### config.mk
export PLATFORM = sky130hd
export DESIGN_NAME = sram_arbiter_flat
export DESIGN_NICKNAME = d
export VERILOG_FILES = /design/src/rtl/sram_arbiter_if.sv /design/src/rtl/sram_arbiter.sv /design/src/flat_wrapper.sv
export SDC_FILE = /design/constraint.sdc
export NUM_CORES = 1
export LEC_CHECK = 0
export BUFFER_PORTS_ARGS = -buffer_cell sky130_fd_sc_hd__buf_2
export CELL_PAD_IN_SITES_DETAIL_PLACEMENT = 2
export CELL_PAD_IN_SITES_GLOBAL_PLACEMENT = 2
export CORE_ASPECT_RATIO = 1.2
export CORE_MARGIN = 2
export CORE_UTILIZATION = 28
export CTS_CLUSTER_SIZE = 40
export DETAILED_ROUTE_END_ITERATION = 12
export PLACE_DENSITY_LB_ADDON = 0.1
export SLEW_MARGIN = 20
export SYNTH_ARGS = -nofsm -noshare
export SYNTH_HDL_FRONTEND = slang
export SYNTH_SLANG_ARGS = --single-unit
### constraint.sdc
create_clock -name i_clk -period 5.4 [get_ports i_clk]
set_input_delay 0.27 -clock i_clk [delete_from_list [all_inputs] [get_ports i_clk]]
set_output_delay 0.27 -clock i_clk [all_outputs]
set_load 0.1 [all_outputs]
### src/rtl/sram_arbiter_if.sv
// Bus bundle for sram_arbiter: two requester ports plus SRAM pins.
// slave = arbiter side, master = requesters and SRAM device side.
interface sram_arbiter_if;
  logic        i_a_cs;
  logic        i_a_we;
  logic [17:0] i_a_addr;
  logic [7:0]  i_a_dat;
  logic [7:0]  o_a_dat;
  logic        o_a_ack;
  logic        i_b_cs;
  logic        i_b_we;
  logic [17:0] i_b_addr;
  logic [7:0]  i_b_dat;
  logic [7:0]  o_b_dat;
  logic        o_b_ack;
  logic [17:0] o_sram_addr;
  logic [7:0]  o_sram_dat;
  logic        o_sram_dat_oe;
  logic [7:0]  i_sram_dat;
  logic        o_sram_cs_n;
  logic        o_sram_oe_n;
  logic        o_sram_we_n;

  modport slave (
    input  i_a_cs, i_a_we, i_a_addr, i_a_dat,
    output o_a_dat, o_a_ack,
    input  i_b_cs, i_b_we, i_b_addr, i_b_dat,
    output o_b_dat, o_b_ack,
    output o_sram_addr, o_sram_dat, o_sram_dat_oe,
    input  i_sram_dat,
    output o_sram_cs_n, o_sram_oe_n, o_sram_we_n
  );

  modport master (
    output i_a_cs, i_a_we, i_a_addr, i_a_dat,
    input  o_a_dat, o_a_ack,
    output i_b_cs, i_b_we, i_b_addr, i_b_dat,
    input  o_b_dat, o_b_ack,
    input  o_sram_addr, o_sram_dat, o_sram_dat_oe,
    output i_sram_dat,
    input  o_sram_cs_n, o_sram_oe_n, o_sram_we_n
  );
endinterface

### src/rtl/sram_arbiter.sv
// Round-robin two-port arbiter and setup/strobe/hold SRAM sequencer.
// Ports: i_clk, i_reset (async high), bus (requesters A/B + SRAM pins).
module sram_arbiter #(
  parameter int unsigned WAIT_CYCLES = 2
) (
  input  logic          i_clk,
  input  logic          i_reset,
  sram_arbiter_if.slave bus
);

  localparam logic [2:0] S_IDLE   = 3'd0;
  localparam logic [2:0] S_SETUP  = 3'd1;
  localparam logic [2:0] S_STROBE = 3'd2;
  localparam logic [2:0] S_HOLD   = 3'd3;
  localparam logic [2:0] S_DONE   = 3'd4;

  localparam logic [3:0] CNT_LAST = 4'(WAIT_CYCLES - 1);

  logic [2:0]  state_q, state_d;
  logic [3:0]  cnt_q, cnt_d;
  logic        gnt_q, gnt_d;
  logic        last_q, last_d;
  logic        we_q, we_d;
  logic [17:0] addr_q, addr_d;
  logic [7:0]  wdat_q, wdat_d;
  logic [7:0]  rd_q, rd_d;

  logic        cs_n_q, cs_n_d;
  logic        oe_n_q, oe_n_d;
  logic        we_n_q, we_n_d;
  logic        doe_q, doe_d;
  logic        a_ack_q, a_ack_d;
  logic        b_ack_q, b_ack_d;

  logic        pick_b;
  logic        busy_d;
  logic        drive_d;

  // gnt/last: 0 = port A, 1 = port B
  assign pick_b = bus.i_b_cs &&
                  (!bus.i_a_cs || !last_q);

  always_comb begin
    state_d = state_q;
    cnt_d   = cnt_q;
    gnt_d   = gnt_q;
    last_d  = last_q;
    we_d    = we_q;
    addr_d  = addr_q;
    wdat_d  = wdat_q;
    rd_d    = rd_q;
    unique case (state_q)
      S_IDLE: begin
        if (bus.i_a_cs || bus.i_b_cs) begin
          gnt_d   = pick_b;
          we_d    = pick_b ? bus.i_b_we
                           : bus.i_a_we;
          addr_d  = pick_b ? bus.i_b_addr
                           : bus.i_a_addr;
          wdat_d  = pick_b ? bus.i_b_dat
                           : bus.i_a_dat;
          state_d = S_SETUP;
        end
      end
      S_SETUP: begin
        cnt_d   = 4'd0;
        state_d = S_STROBE;
      end
      S_STROBE: begin
        if (cnt_q == CNT_LAST) begin
          if (!we_q) rd_d = bus.i_sram_dat;
          state_d = S_HOLD;
        end else begin
          cnt_d = cnt_q + 4'd1;
        end
      end
      S_HOLD: state_d = S_DONE;
      S_DONE: begin
        last_d  = gnt_q;
        state_d = S_IDLE;
      end
      default: state_d = S_IDLE;
    endcase
  end

  // Pin values are derived from the next state so that
  // every SRAM output comes straight from a flop.
  always_comb begin
    busy_d  = (state_d == S_SETUP) ||
              (state_d == S_STROBE) ||
              (state_d == S_HOLD);
    drive_d = (state_d == S_SETUP) ||
              (state_d == S_STROBE);
    cs_n_d  = !busy_d;
    oe_n_d  = !(drive_d && !we_d);
    we_n_d  = !(state_d == S_STROBE && we_d);
    doe_d   = busy_d && we_d;
    a_ack_d = (state_d == S_DONE) && !gnt_d;
    b_ack_d = (state_d == S_DONE) && gnt_d;
  end

  always_ff @(posedge i_clk or posedge i_reset) begin
    if (i_reset) begin
      state_q <= S_IDLE;
      cnt_q   <= 4'd0;
      gnt_q   <= 1'b0;
      last_q  <= 1'b1;
      we_q    <= 1'b0;
      addr_q  <= 18'd0;
      wdat_q  <= 8'd0;
      rd_q    <= 8'd0;
      cs_n_q  <= 1'b1;
      oe_n_q  <= 1'b1;
      we_n_q  <= 1'b1;
      doe_q   <= 1'b0;
      a_ack_q <= 1'b0;
      b_ack_q <= 1'b0;
    end else begin
      state_q <= state_d;
      cnt_q   <= cnt_d;
      gnt_q   <= gnt_d;
      last_q  <= last_d;
      we_q    <= we_d;
      addr_q  <= addr_d;
      wdat_q  <= wdat_d;
      rd_q    <= rd_d;
      cs_n_q  <= cs_n_d;
      oe_n_q  <= oe_n_d;
      we_n_q  <= we_n_d;
      doe_q   <= doe_d;
      a_ack_q <= a_ack_d;
      b_ack_q <= b_ack_d;
    end
  end

  assign bus.o_sram_addr   = addr_q;
  assign bus.o_sram_dat    = wdat_q;
  assign bus.o_sram_dat_oe = doe_q;
  assign bus.o_sram_cs_n   = cs_n_q;
  assign bus.o_sram_oe_n   = oe_n_q;
  assign bus.o_sram_we_n   = we_n_q;
  assign bus.o_a_dat       = rd_q;
  assign bus.o_b_dat       = rd_q;
  assign bus.o_a_ack       = a_ack_q;
  assign bus.o_b_ack       = b_ack_q;

endmodule

### src/flat_wrapper.sv
// flat-port wrapper written by rule: the top's interface ports become plain ports
module sram_arbiter_flat 
#(
  parameter int unsigned WAIT_CYCLES = 2
)
  (i_clk, i_reset, bus_i_a_cs, bus_i_a_we, bus_i_a_addr, bus_i_a_dat, bus_o_a_dat, bus_o_a_ack, bus_i_b_cs, bus_i_b_we, bus_i_b_addr, bus_i_b_dat, bus_o_b_dat, bus_o_b_ack, bus_o_sram_addr, bus_o_sram_dat, bus_o_sram_dat_oe, bus_i_sram_dat, bus_o_sram_cs_n, bus_o_sram_oe_n, bus_o_sram_we_n);
  sram_arbiter_if bus_i ();
  input  logic i_clk;
  input  logic i_reset;
  input wire logic [$bits(bus_i.i_a_cs)-1:0] bus_i_a_cs;
  input wire logic [$bits(bus_i.i_a_we)-1:0] bus_i_a_we;
  input wire logic [$bits(bus_i.i_a_addr)-1:0] bus_i_a_addr;
  input wire logic [$bits(bus_i.i_a_dat)-1:0] bus_i_a_dat;
  output wire logic [$bits(bus_i.o_a_dat)-1:0] bus_o_a_dat;
  output wire logic [$bits(bus_i.o_a_ack)-1:0] bus_o_a_ack;
  input wire logic [$bits(bus_i.i_b_cs)-1:0] bus_i_b_cs;
  input wire logic [$bits(bus_i.i_b_we)-1:0] bus_i_b_we;
  input wire logic [$bits(bus_i.i_b_addr)-1:0] bus_i_b_addr;
  input wire logic [$bits(bus_i.i_b_dat)-1:0] bus_i_b_dat;
  output wire logic [$bits(bus_i.o_b_dat)-1:0] bus_o_b_dat;
  output wire logic [$bits(bus_i.o_b_ack)-1:0] bus_o_b_ack;
  output wire logic [$bits(bus_i.o_sram_addr)-1:0] bus_o_sram_addr;
  output wire logic [$bits(bus_i.o_sram_dat)-1:0] bus_o_sram_dat;
  output wire logic [$bits(bus_i.o_sram_dat_oe)-1:0] bus_o_sram_dat_oe;
  input wire logic [$bits(bus_i.i_sram_dat)-1:0] bus_i_sram_dat;
  output wire logic [$bits(bus_i.o_sram_cs_n)-1:0] bus_o_sram_cs_n;
  output wire logic [$bits(bus_i.o_sram_oe_n)-1:0] bus_o_sram_oe_n;
  output wire logic [$bits(bus_i.o_sram_we_n)-1:0] bus_o_sram_we_n;
  assign bus_i.i_a_cs = bus_i_a_cs;
  assign bus_i.i_a_we = bus_i_a_we;
  assign bus_i.i_a_addr = bus_i_a_addr;
  assign bus_i.i_a_dat = bus_i_a_dat;
  assign bus_o_a_dat = bus_i.o_a_dat;
  assign bus_o_a_ack = bus_i.o_a_ack;
  assign bus_i.i_b_cs = bus_i_b_cs;
  assign bus_i.i_b_we = bus_i_b_we;
  assign bus_i.i_b_addr = bus_i_b_addr;
  assign bus_i.i_b_dat = bus_i_b_dat;
  assign bus_o_b_dat = bus_i.o_b_dat;
  assign bus_o_b_ack = bus_i.o_b_ack;
  assign bus_o_sram_addr = bus_i.o_sram_addr;
  assign bus_o_sram_dat = bus_i.o_sram_dat;
  assign bus_o_sram_dat_oe = bus_i.o_sram_dat_oe;
  assign bus_i.i_sram_dat = bus_i_sram_dat;
  assign bus_o_sram_cs_n = bus_i.o_sram_cs_n;
  assign bus_o_sram_oe_n = bus_i.o_sram_oe_n;
  assign bus_o_sram_we_n = bus_i.o_sram_we_n;
  sram_arbiter #(.WAIT_CYCLES(WAIT_CYCLES)) u_core (.i_clk(i_clk), .i_reset(i_reset), .bus(bus_i));
endmodule
---- Word level (Yosys, flattened, before mapping) ----
Index checks and enable logic that the tools add are counted.
storage, ports and cells
  bits in registers ....................... 50
  ROM bits ................................ 0
  memories kept ........................... 0
  latch bits .............................. 0
  RAM bits ................................ 0
operators by class
  $lt $le $gt $ge ......................... 0
  $add $sub $neg .......................... 1
  multiply operators ...................... 0
  muxes and demuxes ....................... 12
  bitwise logic cells ..................... 1
  shift-type cells ........................ 0
  reduce and logical (&&, ||, !) cells .... 22
  eq/ne operators ......................... 10
  divide/modulo/power cells ............... 0
operators by type and width
  cell                                                             count
  18-bit two-way mux                                               1
  3-bit by 2-bit == test with 1-bit output, second input constant  4
  3-bit one-hot mux with 4 select lines                            1
  8-bit two-way mux                                                1
  4-bit one-hot mux with 2 select lines                            1
  1-bit zero test                                                  7
  3-bit by 1-bit == test with 1-bit output, second input constant  2
  3-bit == test, second input constant                             2
  1-bit logical AND                                                6
  3-bit two-way mux                                                2
  1-bit two-way mux                                                5
  4-bit by 1-bit adder with 4-bit output, second input constant    1
  4-bit by 1-bit == test with 1-bit output, second input constant  1
  1-bit logical OR                                                 4
  4-bit two-way mux                                                1
  2-bit AND reduction                                              2
  3-bit zero test                                                  1
  3-bit AND reduction                                              1
  2-bit != test, second input constant                             1
  2-bit nonzero test                                               1
  1-bit inverter                                                   1

---- Logic depth before layout (Yosys ltp) ----
Gate-level depths: netlist of the first run.
  depth in word-level cells ............... 9
  depth in mapped cells ................... 7

---- Least setup slack after synthesis of the first run ----
Ideal clock, no wire load.
  path type ............................... reg-to-reg
  start point ............................. reg u_core.cnt_q[1]
  end point ............................... reg u_core.rd_q[0] (netlist: u_core.bus.o_a_dat[0])
  setup slack ............................. 3.517 ns
  library setup time ...................... 0.126 ns
  data arrival time ....................... 1.757 ns
  cell stages (with the launch flop) ...... 7
  data required time ...................... 5.274 ns
  path through ............................ dfrtp_1 -> inv_1 -> ha_1 -> or3b_1 -> buf_2 -> nor4_4 -> mux2_2
between the ends
  word-level cells in the longest chain between the ends .. 2
RTL lines
  element                                   RTL line             text
  start: declaration                        sram_arbiter.sv:20   logic [3:0] cnt_q, cnt_d;
  start signal: assignment                  sram_arbiter.sv:120  cnt_q <= cnt_d;
  4-bit by 1-bit == test with 1-bit output  sram_arbiter.sv:70   if (cnt_q == CNT_LAST) begin
  3-bit AND reduction (no line)             n/a
  end signal: assignment                    sram_arbiter.sv:126  rd_q <= rd_d;
  end: declaration                          sram_arbiter.sv:26   logic [7:0] rd_q, rd_d;
No other way between the ends.
A chain may end at the register's enable or synchronous reset.

---- Final worst setup path of the first run ----
  start point ............................. reg u_core.cnt_q[1]
  end point ............................... reg u_core.rd_q[3] (netlist: u_core.bus.o_a_dat[3])
The elaborated chain is that of the path after synthesis.

==> flow_metrics.py, run 1 <==
metrics = {
    "run_status": {
        "outcome": "completed",
    },
    "final_layout": {
        "fill_cells": 916,
        "area_growth_pct": 32.0,
        "final_core_util_pct": 37.5,
        "seq_area_um2": 1260,
        "num_antenna_cells": 0,
        "drive_gt1_share_pct": 45.7,
        "multi_input_area_um2": 917,
        "final_cells": 406,
        "num-nets-final": 378,
    },
    "global_route": {
        "grtUsageTotal_pct": 14.0,
        "antenna_found_initial": 0,
        "grt_pass1_wl_mm": 9.69,
        "grt-ovfl-total": 0,
        "grt_pass1_vias": 1992,
        "grt_max_degree": 56,
    },
    "yosys": {
        "netlist_area_um2": 2280,
        "synth_top_area_share_pct": 50.5,
        "synth_seq_area_share_pct": 55.1,
        "yosys_warnings": 0,
        "async_reset_ff_share_pct": 100,
        "synth_area_per_cell_um2": 11.0,
        "synth_most_common_cell": "dfrtp_1",
        "syn_inst": 207,
        "synth_area_leader_cell": "dfrtp_1",
        "synthSimpleGateAreaFrac_pct": 10.4,
        "ys_dominant_reg_cell": "dfrtp_1",
        "synth_xor_area_share_pct": 0.384,
        "synthesis.nets": 275,
        "ys_ff_latch": 50,
        "synth_cell_types": 33,
        "synth_edf_count": 0,
        "muxShareOfSynthArea_pct": 16.3,
        "synthTopCellsByCount": "46 x dfrtp_1, 32 x nand2_1, 29 x o21ai_0, 27 x mux2i_1, 9 x mux2_2",
        "synth_top_family_by_area": "multiplexers",
        "synth_compound_area_share_pct": 11.1,
        "yosys-top-cells-area": "dfrtp_1 51%, mux2i_1 12%, o21ai_0 6.4%",
        "yosys.area_share.adder_pct": 1.10,
    },
    "clocking": {
        "htree_levels": 2,
        "cts_resized": 0,
        "postCtsHoldBufs": 0,
        "numCtsBuffers": 5,
        "post_cts_buffers": 0,
        "cts_sinks": 50,
        "cts.reportedPaths.clkPinSlew_ns": 0.09,
        "clock_latency_ns": 0.30,
        "cts_tree": "yes",
        "clockBufferDepth": 2,
        "clockRootBuffer": "clkbuf_8",
    },
    "floorplanning": {
        "core_um2": 8020,
        "die_h_um": 103,
        "placementRows": 36,
        "ios": 114,
        "design.die.area_um2": 8880,
        "start_util_pct": 28.4,
        "fp.dieW_um": 86.3,
    },
    "drt": {
        "wl_per_cell_um": 14.7,
        "wirelength_mm": 5.98,
        "num_vias": 1879,
        "drc": 0,
        "ant_nets": 0,
        "viasPerCell": 4.63,
        "first_pass_iters": 4,
        "drt_first_iter_violations": 36,
    },
    "critical_path": {
        "rr_worst_depth": 5,
        "crit_required_ns": 5.59,
        "r2r_setup_slack_ns": 3.33,
        "arrival_ns": 2.25,
        "worstSetupEndpoint": "u_core.bus.o_a_dat[3]",
        "worst-setup-path-type": "flop to flop",
        "cp_max_fo": 8,
        "worstReg2RegStart": "u_core.cnt_q[1]",
        "startpoint_type": "flop",
        "critPathLaunch": "u_core.cnt_q[1]",
        "end_kind": "flop",
        "r2r_end": "u_core.bus.o_a_dat[3]",
    },
    "flow_run": {
        "max_cap_viol_count": 0,
    },
    "sta": {
        "fmax_ghz": 0.484,
        "final-setup-viol-count": 0,
        "rsz0062_at_grt": "no",
        "min_period_ns": 2.07,
        "worst_pin_slew_ns": 0.646,
        "report.final.slew_viol_count": 0,
        "fin_tns_setup_ns": 0,
        "fin_crit_sh_pct": 38.3,
        "clock_skew_ns": 0.00809,
        "hold_violations": 0,
        "slew-limit-headroom_pct": 56.9,
    },
    "place": {
        "dp_hpwl_mm": 4.62,
        "dpl.cell_count": 398,
        "gp_congestion": 0.805,
        "port_buffers": 113,
    },
    "hold_path": {
        "hold_class": "input port to async pin",
    },
}
==> kinds of logic (layout without fill, tap and decap cells) <==
kind of cell | Yosys count | count (layout)
compound gates | 43 | 43
xor+xnor | 1 | 1
fa+ha+maj | 2 | 2
buf+inv | 24 | 128
flops | 50 | 50
mux | 36 | 36
simple gates | 51 | 51
==> layout by cell type, fill, tap and decap left out, drive strengths merged <==
cell type  count
a21boi         2
a21oi          1
a22o           2
and3           1
buf          116
clkbuf         7
clkinv         1
dfrtp         46
dfstp          4
ha             2
inv            4
mux2           9
mux2i         27
nand2         32
nand2b         1
nand3          2
nand4          1
nor2           7
nor2b          1
nor3           2
nor4           1
o211ai         1
o21a           2
o21ai         30
o22ai          1
o311ai         2
o31ai          1
o41a           1
or2            1
or3b           1
or4            1
xnor2          1
==> per-stage QoR <==
stage	hold WS (ns)	setup WS, ns	instance area, um2
global placement	0.457	3.35	2890
CTS	0.162	3.29	3010
floorplan	0.422	3.52	2280
global route	0.184	3.17	3010
finish	0.132	3.33	3010
detailed placement	0.469	3.29	2920
==> worst min path at each step <==
stage                                       to  slack [ns]                       start  cells after the start
floorplan                u_core.bus.o_a_dat[0]        0.42           bus_i_sram_dat[0]                      1
global placement    u_core.bus.o_sram_addr[14]        0.46  u_core.bus.o_sram_addr[14]                      2
detailed placement  u_core.bus.o_sram_addr[13]        0.47  u_core.bus.o_sram_addr[13]                      2
CTS                      u_core.bus.o_a_dat[7]        0.16                     i_reset                      3
global route             u_core.bus.o_a_dat[7]        0.18                     i_reset                      3
finish               u_core.bus.o_sram_addr[3]        0.13                     i_reset                      3
==> cell type report <==
type / instances / share of cell area [%]
Clock buffer: 7 / 2.87
Sequential cell: 50 / 41.8
Multi-Input combinational cell: 133 / 30.5
Tap cell: 95 / 3.95
Clock inverter: 1 / 0.166
Timing Repair Buffer: 116 / 20.2
Inverter: 4 / 0.499
==> worst max-delay path, stage by stage, from the launching register on <==
cell	delay (ns)
dfrtp_1	0.43
inv_1	0.09
ha_1	0.13
or3b_1	0.46
nor4_4	0.45
mux2_2	0.40
==> sequential cells by signal, summed over array words and instances, names as in the netlist <==
signal                    count
u_core.bus.o_sram_dat_oe      1
u_core.bus.o_sram_addr       18
u_core.bus.o_b_ack            1
u_core.bus.o_sram_we_n        1
u_core.bus.o_sram_cs_n        1
u_core.bus.o_a_dat            8
u_core.bus.o_sram_dat         8
u_core.gnt_q                  1
u_core.we_q                   1
u_core.cnt_q                  4
u_core.bus.o_a_ack            1
u_core.state_q                3
u_core.bus.o_sram_oe_n        1
u_core.last_q                 1
==> routing by layer <==
layer | wire [um] | vias up | GRT usage, %
met4 | 90 | 0 | 5.05
met3 | 413 | 7 | 4.00
met2 | 3000 | 61 | 23.4
li1 | - | 907 | -
met1 | 2470 | 904 | 17.3
met5 | 0 | - | 0
Power of run 1 is left out: the tool's default activity adds up to more than one toggle a clock period on the data nets, which glitch-free logic cannot reach.
==> inputs of run 2 (changes only) <==
--- a/config.mk
+++ b/config.mk
@@ -10,7 +10,7 @@
 export CELL_PAD_IN_SITES_GLOBAL_PLACEMENT = 2
 export CORE_ASPECT_RATIO = 1.2
 export CORE_MARGIN = 2
-export CORE_UTILIZATION = 28
+export CORE_UTILIZATION = 24
 export CTS_CLUSTER_SIZE = 40
 export DETAILED_ROUTE_END_ITERATION = 12
 export PLACE_DENSITY_LB_ADDON = 0.1
==> constraint.sdc (replaced) <==
create_clock -name i_clk -period 1.85 [get_ports i_clk]
set_input_delay 0.0925 -clock i_clk [delete_from_list [all_inputs] [get_ports i_clk]]
set_output_delay 0.0925 -clock i_clk [all_outputs]
set_load 0.1 [all_outputs]
==> flow_metrics.py, run 2 (same netlist as run 1, synthesis figures left out) <==
metrics = {
    "run_status": {
        "outcome": "completed",
    },
    "place": {
        "gp_congestion": 0.692,
        "port_buffers": 113,
        "dp_hpwl_mm": 4.81,
    },
    "global_route": {
        "grt-ovfl-total": 0,
        "grt_max_degree": 54,
        "grtUsageTotal_pct": 13.0,
        "grt_pass1_wl_mm": 10.8,
        "grt_pass1_vias": 2188,
        "antenna_found_initial": 0,
    },
    "critical_path": {
        "path_cells": "inv_2 > ha_1 > or3b_4 > nor4_4 > buf_6 > mux2_2",
        "critPathLaunch": "u_core.cnt_q[1]",
        "worstReg2RegStart": "u_core.cnt_q[1]",
        "cp_max_fo": 8,
        "end_kind": "flop",
        "worst-setup-path-type": "flop to flop",
        "cp_top_family": "simple AND/OR/NAND/NOR gates",
        "cp_slowest_cell": "dfrtp_1",
        "crit_required_ns": 2.03,
        "path_buf_inv": 2,
        "startpoint_type": "flop",
        "crit_path_max_incr_delay_ns": 0.40,
        "arrival_ns": 1.96,
    },
    "hold_path": {
        "min-delay-start": "bus_i_sram_dat[4]",
        "hold_class": "input port to flop",
    },
    "sta": {
        "slew-limit-headroom_pct": 66.5,
        "min_period_ns": 1.77,
        "fin_crit_sh_pct": 95.8,
        "clock_skew_ns": 0.00860,
        "report.final.slew_viol_count": 0,
        "worst_pin_slew_ns": 0.502,
        "final-setup-viol-count": 0,
        "fmax_ghz": 0.564,
        "hold_violations": 0,
        "fin_tns_setup_ns": 0,
        "rsz0062_at_grt": "yes",
    },
    "final_layout": {
        "final_core_util_pct": 34.4,
        "area_growth_pct": 38.0,
        "num-nets-final": 386,
        "num_antenna_cells": 0,
        "drive_gt1_share_pct": 47.3,
        "layout_commonest_cell": "buf_2",
        "final_cell_mix": "113 x buf_2, 46 x dfrtp_1, 32 x nand2_1, 29 x o21ai_0, 27 x mux2i_1",
        "largest_register_ff_count": 18,
        "fill_cells": 1051,
    },
    "clocking": {
        "post_cts_buffers": 0,
        "htree_levels": 2,
        "clock_latency_ns": 0.30,
        "clockBufferDepth": 2,
        "cts.reportedPaths.clkPinSlew_ns": 0.09,
        "clockRootBuffer": "clkbuf_8",
        "cts_sinks": 50,
        "numCtsBuffers": 5,
        "cts_tree": "yes",
    },
    "floorplanning": {
        "placementRows": 38,
        "ios": 114,
        "die_h_um": 111,
        "core_um2": 9130,
        "design.die.area_um2": 10300,
        "fp.dieW_um": 92.9,
        "start_util_pct": 25.0,
    },
    "drt": {
        "viasPerCell": 4.44,
        "ant_nets": 0,
        "drc": 0,
        "wl_met2_mm": 3.18,
        "wirelength_mm": 6.30,
        "first_pass_iters": 3,
        "drt_first_iter_violations": 32,
        "met3WireLength_um": 393,
        "wl_per_cell_um": 14.3,
        "met1_length_mm": 2.66,
        "topRoutingLayerUsed": "met4",
        "num_vias": 1951,
    },
    "flow_run": {
        "max_cap_viol_count": 0,
    },
}
[run 2: worst register-to-register path: stages, from the launching register on]
cell and delay, ns:
dfrtp_1 0.40, inv_2 0.06, ha_1 0.13, or3b_4 0.39
nor4_4 0.16, buf_6 0.18, mux2_2 0.34
[run 2: stage by stage]
stage / cells / instance area [um2] / setup WS, ns / hold WS, ns
after floorplan: 207 / 2280 / -0.0330 / 0.244
after global placement: 430 / 3020 / 0.0858 / 0.166
after detailed placement: 430 / 3020 / 0.0242 / 0.167
after CTS: 439 / 3130 / 0.00704 / 0.00989
after global routing: 439 / 3140 / -0.0162 / 0.00630
final: 439 / 3140 / 0.0769 / 0.0240
[run 2: what timing repair did]
action | in CTS | in global routing
hold buffers | 1 | 0
endpoints found under the setup margin | 0 | 10
endpoints found under the hold margin | 46 | 0
gates resized for setup | 0 | 4
[run 2: area by class of cell]
| cell class | count | area (um2) | area share (%) |
|---|---|---|---|
| tap | 120 | 150 | 4.78 |
| sequential | 50 | 1260 | 40.0 |
| clock inverter | 1 | 30.0 | 0.955 |
| multi-input combinational | 133 | 925 | 29.4 |
| timing repair buffer | 124 | 692 | 22.0 |
| inverter | 4 | 15.0 | 0.478 |
| clock buffer | 7 | 76.3 | 2.43 |
[run 2: per-layer routing]
metal / vias up / GRT usage, %
met1: 945 / 16.1
met5: - / 0
met4: 0 / 3.24
li1: 928 / -
met3: 6 / 3.40
met2: 72 / 22.3
[run 2: worst paths after layout]
kind                                              to  slack (ns)  cells after the start
hold reg to reg            u_core.bus.o_sram_addr[0]        0.49                      2
setup / recovery               u_core.bus.o_a_dat[6]        0.08                      6
setup reg to reg               u_core.bus.o_a_dat[6]        0.08                      6
min in group asynchronous      u_core.bus.o_a_dat[3]        0.38                      4
hold / removal                 u_core.bus.o_a_dat[4]        0.02                      2
max in group asynchronous              u_core.last_q        1.18                      4
Power of run 2 is left out for the same reason.
